==> src/rtl/mem_burst_pkg.sv <==
// Shared types and defaults for the mem_burst_master slice.
// Optional abort support is enabled by defining MEM_BURST_ABORT_EN.
package mem_burst_pkg;

    localparam int DEF_DATA_W = 2;
    localparam int DEF_ADDR_W = 4;

    localparam logic CMD_WRITE = 1'b1;
    localparam logic CMD_READ  = 1'b0;

    typedef enum logic [2:0] {
        IDLE   = 3'd0,
        WRITE  = 3'd1,
        READ   = 3'd2,
        RDRAIN = 3'd3,
        DONE   = 3'd4
    } state_t;

endpackage

==> src/rtl/mem_burst_addr_gen.sv <==
// Burst address walker: current address wraps modulo depth, beat counter counts
// down to zero and flags the final beat.
module mem_burst_addr_gen
    import mem_burst_pkg::*;
#(
    parameter int ADDR_W = DEF_ADDR_W
) (
    input  logic              i_clk,
    input  logic              i_rst,
    input  logic              i_load,
    input  logic [ADDR_W-1:0] i_start_addr,
    input  logic [ADDR_W-1:0] i_len,
    input  logic              i_advance,
    output logic [ADDR_W-1:0] o_cur_addr,
    output logic              o_last
);

    logic [ADDR_W-1:0] r_cur_addr;
    logic [ADDR_W-1:0] r_beats_left;

    // The counter parks at zero on the final beat instead of underflowing.
    always_ff @(posedge i_clk) begin
        if (i_rst) begin
            r_cur_addr   <= '0;
            r_beats_left <= '0;
        end else if (i_load) begin
            r_cur_addr   <= i_start_addr;
            r_beats_left <= i_len;
        end else if (i_advance) begin
            r_cur_addr <= r_cur_addr + 1'b1;
            if (r_beats_left != '0) begin
                r_beats_left <= r_beats_left - 1'b1;
            end
        end
    end

    assign o_cur_addr = r_cur_addr;
    assign o_last     = (r_beats_left == '0);

endmodule

==> src/rtl/mem_burst_master.sv <==
// Burst initiator for the 16x2 single-port mini memory.
// Define MEM_BURST_ABORT_EN to add the abort input and aborted pulse.
module mem_burst_master
    import mem_burst_pkg::*;
#(
    parameter int DATA_W = DEF_DATA_W,
    parameter int ADDR_W = DEF_ADDR_W
) (
    input  logic              clk,
    input  logic              rst,
    input  logic              cmd_valid,
    output logic              cmd_ready,
    input  logic              cmd_write,
    input  logic [ADDR_W-1:0] cmd_addr,
    input  logic [ADDR_W-1:0] cmd_len,
    input  logic [DATA_W-1:0] wr_data,
    input  logic              wr_valid,
    output logic              wr_ready,
    output logic [DATA_W-1:0] rd_data,
    output logic              rd_valid,
    input  logic              rd_ready,
    output logic              mem_wre,
    output logic [ADDR_W-1:0] mem_addr,
    output logic [DATA_W-1:0] mem_wdata,
    input  logic [DATA_W-1:0] mem_rdata,
    output logic              busy,
    output logic              done
`ifdef MEM_BURST_ABORT_EN
    ,
    input  logic              abort,
    output logic              aborted
`endif
);

    state_t            r_state;
    logic [ADDR_W-1:0] w_cur_addr;
    logic              w_last;
    logic              w_load;
    logic              w_advance;
    logic              w_rd_load;
    logic              w_abort;

`ifdef MEM_BURST_ABORT_EN
    assign w_abort = abort && ((r_state == WRITE) || (r_state == READ) || (r_state == RDRAIN));
`else
    assign w_abort = 1'b0;
`endif

    // Reset gates the write strobe so an interrupted burst cannot land one more beat.
    assign cmd_ready = (r_state == IDLE);
    assign wr_ready  = (r_state == WRITE);
    assign mem_wre   = (r_state == WRITE) && wr_valid && !w_abort && !rst;
    assign mem_addr  = w_cur_addr;
    assign mem_wdata = wr_data;

    assign w_load    = (r_state == IDLE) && cmd_valid;
    assign w_rd_load = (r_state == READ) && (!rd_valid || rd_ready) && !w_abort;
    assign w_advance = mem_wre || w_rd_load;

    mem_burst_addr_gen #(
        .ADDR_W(ADDR_W)
    ) u_addr_gen (
        .i_clk       (clk),
        .i_rst       (rst),
        .i_load      (w_load),
        .i_start_addr(cmd_addr),
        .i_len       (cmd_len),
        .i_advance   (w_advance),
        .o_cur_addr  (w_cur_addr),
        .o_last      (w_last)
    );

    // Output registers are set on the transition into a state so they line up with it.
    always_ff @(posedge clk) begin
        if (rst) begin
            r_state  <= IDLE;
            rd_valid <= 1'b0;
            rd_data  <= '0;
            done     <= 1'b0;
            busy     <= 1'b0;
`ifdef MEM_BURST_ABORT_EN
            aborted  <= 1'b0;
`endif
        end else begin
            done <= 1'b0;
`ifdef MEM_BURST_ABORT_EN
            aborted <= 1'b0;
            if (w_abort) begin
                r_state  <= DONE;
                rd_valid <= 1'b0;
                done     <= 1'b1;
                aborted  <= 1'b1;
            end else
`endif
            begin
                unique case (r_state)
                    IDLE: begin
                        if (cmd_valid) begin
                            r_state <= (cmd_write == CMD_WRITE) ? WRITE : READ;
                            busy    <= 1'b1;
                        end
                    end
                    WRITE: begin
                        if (wr_valid && w_last) begin
                            r_state <= DONE;
                            done    <= 1'b1;
                        end
                    end
                    READ: begin
                        if (w_rd_load) begin
                            rd_data  <= mem_rdata;
                            rd_valid <= 1'b1;
                            if (w_last) begin
                                r_state <= RDRAIN;
                            end
                        end
                    end
                    RDRAIN: begin
                        if (rd_ready) begin
                            rd_valid <= 1'b0;
                            r_state  <= DONE;
                            done     <= 1'b1;
                        end
                    end
                    DONE: begin
                        r_state <= IDLE;
                        busy    <= 1'b0;
                    end
                    default: begin
                        r_state  <= IDLE;
                        busy     <= 1'b0;
                        rd_valid <= 1'b0;
                    end
                endcase
            end
        end
    end

endmodule

==> config.mk <==
export PLATFORM = sky130hd
export DESIGN_NAME = mem_burst_master
export DESIGN_NICKNAME = d
export VERILOG_FILES = /design/src/rtl/mem_burst_pkg.sv /design/src/rtl/mem_burst_addr_gen.sv /design/src/rtl/mem_burst_master.sv
export SDC_FILE = /design/constraint.sdc
export NUM_CORES = 1
export LEC_CHECK = 0
export CAP_MARGIN = 20
export CELL_PAD_IN_SITES_DETAIL_PLACEMENT = 1
export CELL_PAD_IN_SITES_GLOBAL_PLACEMENT = 1
export CORE_MARGIN = 4
export CORE_UTILIZATION = 31
export CTS_CLUSTER_SIZE = 24
export DETAILED_ROUTE_END_ITERATION = 8
export GPL_TIMING_DRIVEN = 1
export PLACE_DENSITY = 0.79
export SYNTH_ARGS = -nofsm -noshare
export SYNTH_HDL_FRONTEND = slang
export SYNTH_SLANG_ARGS = --single-unit
==> constraint.sdc <==
create_clock -name clk -period 1.8 [get_ports clk]
set_input_delay 0.36 -clock clk [delete_from_list [all_inputs] [get_ports clk]]
set_output_delay 0.36 -clock clk [all_outputs]
set_load 0.02 [all_outputs]
# Word level (Yosys, flattened, before mapping)
# Index checks and enable logic that the tools add are counted.
# Widths: inputs -> output; s select.
# word_totals
regBits	16
output_inout_bits	14
word_cells	61
# classes
n_addsub	2
eq_ne	9
muxes	20
n_bitwise	2
n_reduce_logical	21
# op_table
op	count
$mux 4	5
$mux 3	5
$pmux 3 s4	1
$ne 2x2->1 const B	4
$eq 3x2->1 const B	2
$reduce_and 2->1	3
$reduce_or 3->1	2
$logic_and 1x1->1	5
$mux 1	5
$reduce_and 5->1	1
$add 4x1->4 const B	1
$logic_not 4->1	1
$pmux 1 s2	2
$reduce_bool 2->1	2
$reduce_bool 4->1	1
$sub 4x1->4 const B	1
$eq 3x1->1 const B	1
$eq 3x3->1 const B	1
$logic_not 3->1	1
$pmux 1 s3	1
$reduce_and 3->1	1
$logic_not 1->1	2
$logic_or 1x1->1	2
$mux 2	1
other kinds (2)	3

# Depth between registers and ports, before layout
# depth
ltp_word	6
depth_mapped	7
ltp_nobuf	7

# By module
# From an unflattened synthesis, not the netlist that was laid out.
# hier_totals
cells_unflattened	103
hier_area_um2	904.6
# modules_own_cells
module	n_inst	cells_per_inst	area_each_um2
mem_burst_addr_gen	1	53	462.9
mem_burst_master	1	50	441.7

# Worst setup path after synthesis
# Ideal clock, no wire load.
# synth_path
kind	reg-to-reg
start	register r_state[1]
end	register u_addr_gen.r_beats_left[1]
setup_ns	0.132
arrival_time_ns	1.385
t_required_ns	1.668
path_slack_ns	0.283
stages_incl_launch_ff	7
synth_period_minus_slack_ns	1.517
path_cell_list	dfxtp_1 -> buf_2 -> nor3_2 -> nand2_1 -> clkbuf_1 -> o211ai_1 -> a21oi_1
# synth_via
elab_cells_between_ends	12
cone_classes	2 x eq/ne; 1 x mux; 9 x reduce/logical
# synth_rtl
item	line	source
start, declared	mem_burst_master.sv:35	state_t r_state;
start signal, assigned	mem_burst_master.sv:99	r_state <= (cmd_write == CMD_WRITE) ? WRITE : READ;
$logic_not 3->1 (*)	--	
net cmd_ready	mem_burst_master.sv:12	output logic cmd_ready,
$logic_and 1x1->1 (*)	mem_burst_master.sv:56	assign w_load = (r_state == IDLE) && cmd_valid;
$reduce_bool 2->1 (no line)	--	
$reduce_and 2->1 (no line)	--	
end signal, assigned	mem_burst_addr_gen.sv:28	r_beats_left <= i_len;
end signal, assigned	mem_burst_addr_gen.sv:32	r_beats_left <= r_beats_left - 1'b1;
end, declared	mem_burst_addr_gen.sv:19	logic [ADDR_W-1:0] r_beats_left;
# Mark *: on every way through the listed nets, which the timed path passes. The rest lies on a longest branch.
# A chain may end at the register's enable or synchronous reset.

# Worst setup path after layout
# layout_path
start	input wr_valid
end	output mem_wre
# layout_via
elab_chain_len	2
# layout_lines
item	line	source
start, declared	mem_burst_master.sv:17	input logic wr_valid,
$logic_and 1x1->1 (2 in series)	mem_burst_master.sv:52	assign mem_wre = (r_state == WRITE) && wr_valid && !w_abort && !rst;
end, declared	mem_burst_master.sv:22	output logic mem_wre,
# No other way between the ends.

==> out/qor.csv <==
stage,metric,value,unit
clock_network,CTS Sinks,16,
logic_synthesis,sequential area share after synthesis,36.8,%
hold_path,hold depth,2,
drt,ANT nets after route,0,
timing,period utilisation layout,98.6,%
cells_and_area,post-layout util,47.0,%
clock_network,Clock transition at path regs,0.09,ns
timing,Final Setup Violations,0,
logic_synthesis,cell count after synthesis,105,
clock_network,CTS hold repair buffers,0,
cells_and_area,area delta synth->final,38.6,%
worst_setup_path,CP Class,input pin to output pin,
place,Final HPWL DP,1840,µm
worst_setup_path,Critical Path End Type,output pin,
drt,Post-Route WL,2410,µm
logic_synthesis,Synth Cell Area,871,µm²
floorplanning,die span in x,61,µm
logic_synthesis,"flops & latches, synth",16,
timing,Final Critical Period,1.77,ns
cells_and_area,final instance area,1210,µm²
timing,Rel. slew slack,71.4,%
hold_path,hold wc startpoint,busy$_SDFFE_PP0P_,
global_routing,Total Routing Usage GR,13.9,%
timing,final-report max-slew violation count,0,
clock_network,setup repair bufs after CTS,0,
floorplanning,Initial Util,33.9,%
clock_network,maximum buffer depth of the clock tree,2,
logic_synthesis,Async SR Flop Fraction,0,%
logic_synthesis,Post-synth EDFFs,0,
place,DP Worst Slack,-0.297,ns
clock_network,# H-tree levels,1,
cells_and_area,fin nets,155,
global_routing,initial antenna violation count,0,
floorplanning,row cnt,18,
timing,Least-Margin Pin Slew,0.428,ns
logic_synthesis,Post-Syn Nets,126,
timing,Fin Hold WS,0.471,ns
worst_setup_path,worst path required time,1.44,ns
cells_and_area,Fillers,316,
logic_synthesis,Avg Inst Size Synth,8.29,µm²
drt,Detailed Routing Iterations Pass 1,3,
logic_synthesis,Yosys cell types,35,
floorplanning,Die H,61,µm
timing,Clock Skew,0.0101,ns
drt,vias per inst,5.17,
clock_network,Root Driver,clkbuf_4,
worst_setup_path,Worst Path Max Fanout,2,
worst_setup_path,Crit path arrival time,1.41,ns
timing,Final Hold Fails,0,
logic_synthesis,predominant post-synthesis flop cell,dfxtp_1,
cells_and_area,layout cell share with drive strength beyond 1,12.8,%
clock_network,Num CTS Buffers,3,
floorplanning,IO Pins,32,
drt,routed via count,842,
cells_and_area,filler-free cell count of the finished design,163,
worst_setup_path,reg2reg end,r_state[0]$_SDFFE_PP0P_,
clock_network,Worst-Skew Late Latency,0.30,ns
floorplanning,die area,3720,µm²
place,Placed Area,1170,µm²
job,max capacitance violation total,0,
drt,DR iter-0 viols,7,
worst_setup_path,reg2reg path depth,7,
clock_network,CTS tree,yes,
place,DP Cell Count,159,
pwr,pwr dens,963,nW/µm²
hold_path,Worst Hold Class,flop to flop,
place,I/O Buffers,27,
timing,Max Fclk,563,MHz
run_status,status,"finished, final reports clean",
drt,WL/cell,14.8,µm
timing,final worst slack,0.0253,ns
global_routing,pin count of the biggest net entering global routing,18,
hold_path,worst hold endpoint,busy$_SDFFE_PP0P_,
floorplanning,Core Area,2570,µm²
place,Final GP Congestion,0.792,
worst_setup_path,Critical Path Source Type,input pin,
worst_setup_path,launch point of the worst reg-to-reg path,u_addr_gen.r_beats_left[0]$_SDFFE_PP0P_,
timing,setup TNS,0,ns
global_routing,global-route wire length before repair,3820,µm
drt,Post-route DRC,0,
pwr,Leak,0.470,nW
timing,RSZ-0062 raised after global routing,false,
logic_synthesis,Ys Warns,0,
cells_and_area,n_diodes,0,
worst_setup_path,reg2reg setup slack,0.19,ns
pwr,Tot Pwr,1.16,mW
global_routing,vias in the first global route,879,
pwr,VDD IR max,0.465,mV
global_routing,grt total ovfl,0,
[synth_stat cells, types with 2 or more instances]
library cell / n / area, µm²
a211oi_1: 4 / 30.0
a21oi_1: 4 / 20.0
a311oi_1: 2 / 17.5
a31oi_1: 3 / 18.8
buf_2: 3 / 15.0
buf_4: 4 / 30.0
clkbuf_1: 3 / 11.3
dfxtp_1: 16 / 320
ha_1: 3 / 37.5
inv_1: 5 / 18.8
mux2i_1: 2 / 20.0
nand2_1: 11 / 41.3
nand3_1: 2 / 10.0
nand3b_1: 2 / 15.0
nor2_1: 11 / 41.3
nor2_2: 2 / 12.5
nor3_1: 4 / 20.0
o211ai_1: 2 / 15.0
o21ai_0: 3 / 15.0
xor2_1: 4 / 35.0
[state kept, by name, indices dropped and copies added, names as in the netlist]
| register | count |
|---|---|
| done | 1 |
| busy | 1 |
| rd_data | 2 |
| u_addr_gen.o_cur_addr | 4 |
| rd_valid | 1 |
| u_addr_gen.r_beats_left | 4 |
| r_state | 3 |
[logic make-up after synthesis]
kind of cell	after synthesis	synth area share, %
AOI/OAI and AO/OA	22	18.1
adders and majority gates	3	4.31
xor gates and xnor gates	5	5.03
buffers and inverters	16	9.91
and+or+nand+nor	41	23.6
muxes	2	2.30
DFF	16	36.8
[layout make-up]
class / instances / area, µm² / area share [%]
clock buffer: 4 / 36.3 / 3.01
inverter: 5 / 18.8 / 1.55
multi-input combinational: 73 / 465 / 38.5
sequential: 16 / 320 / 26.5
tap: 30 / 37.5 / 3.11
timing repair buffer: 35 / 329 / 27.3
[critical path: stages]
cell	delay (ns)
clkdlybuf4s50_1	0.49
and4b_1	0.28
clkdlybuf4s15_2	0.28
[power by group]
part           switching, mW  internal (mW)  total, mW
clock network          0.124          0.123      0.247
logic                  0.237          0.226      0.463
registers             0.0469          0.406      0.453
total                  0.408          0.755       1.16
[worst max-delay path by stage]
stage,slack (ns),start,endpoint
finish,0.03,wr_valid,mem_wre
CTS,0.04,wr_valid,mem_wre
floorplan,0.28,r_state[1]$_SDFFE_PP0P_,u_addr_gen.r_beats_left[1]$_SDFFE_PP0P_
detailed placement,-0.30,wr_valid,mem_wre
global route,0.03,r_state[2]$_SDFFE_PP0P_,cmd_ready
global placement,-0.29,wr_valid,mem_wre
[placed cells by master (no fill, tap or decap)]
master | synthesis | layout
a2111oi_1 | 0 | 1
a211oi_1 | 4 | 4
a21oi_1 | 4 | 4
a311oi_1 | 2 | 2
a31oi_1 | 3 | 3
and2_0 | 1 | 1
and2_1 | 1 | 1
and3_1 | 1 | 1
and4b_1 | 1 | 1
buf_4 | 4 | 8
clkbuf_4 | 0 | 3
clkbuf_8 | 0 | 1
clkdlybuf4s15_2 | 0 | 1
clkdlybuf4s50_1 | 0 | 24
dfxtp_1 | 16 | 16
dlygate4sd2_1 | 0 | 2
ha_1 | 3 | 3
inv_1 | 5 | 5
mux2i_1 | 2 | 2
nand2_1 | 11 | 11
nand2b_1 | 1 | 1
nand3_1 | 2 | 2
nand3b_1 | 2 | 2
nor2_1 | 11 | 11
nor2_2 | 2 | 2
nor2b_1 | 1 | 1
nor3_1 | 4 | 4
nor3_2 | 1 | 1
nor3b_1 | 1 | 1
o2111ai_1 | 1 | 1
o211ai_1 | 2 | 2
o21ai_0 | 3 | 3
o21ba_4 | 1 | 1
o31ai_1 | 1 | 1
or3_1 | 1 | 1
xnor2_1 | 1 | 1
xor2_1 | 4 | 4
[per-layer routing]
metal / part of all wire (%) / global-route usage (%) / wire, µm / vias up
li1: - / - / - / 416
met1: 43 / 14.5 / 1030 / 404
met2: 50 / 26.3 / 1200 / 18
met3: 6.1 / 4.68 / 147 / 4
met4: 1.0 / 3.72 / 25 / 0
met5: 0 / 0 / 0 / -
[timing repair]
item / in CTS / in global routing
setup endpoints to repair: 3 / 1
gates cloned: 0 / 0
gates resized for setup: 5 / 1
(Power assumes the default switching activity.)
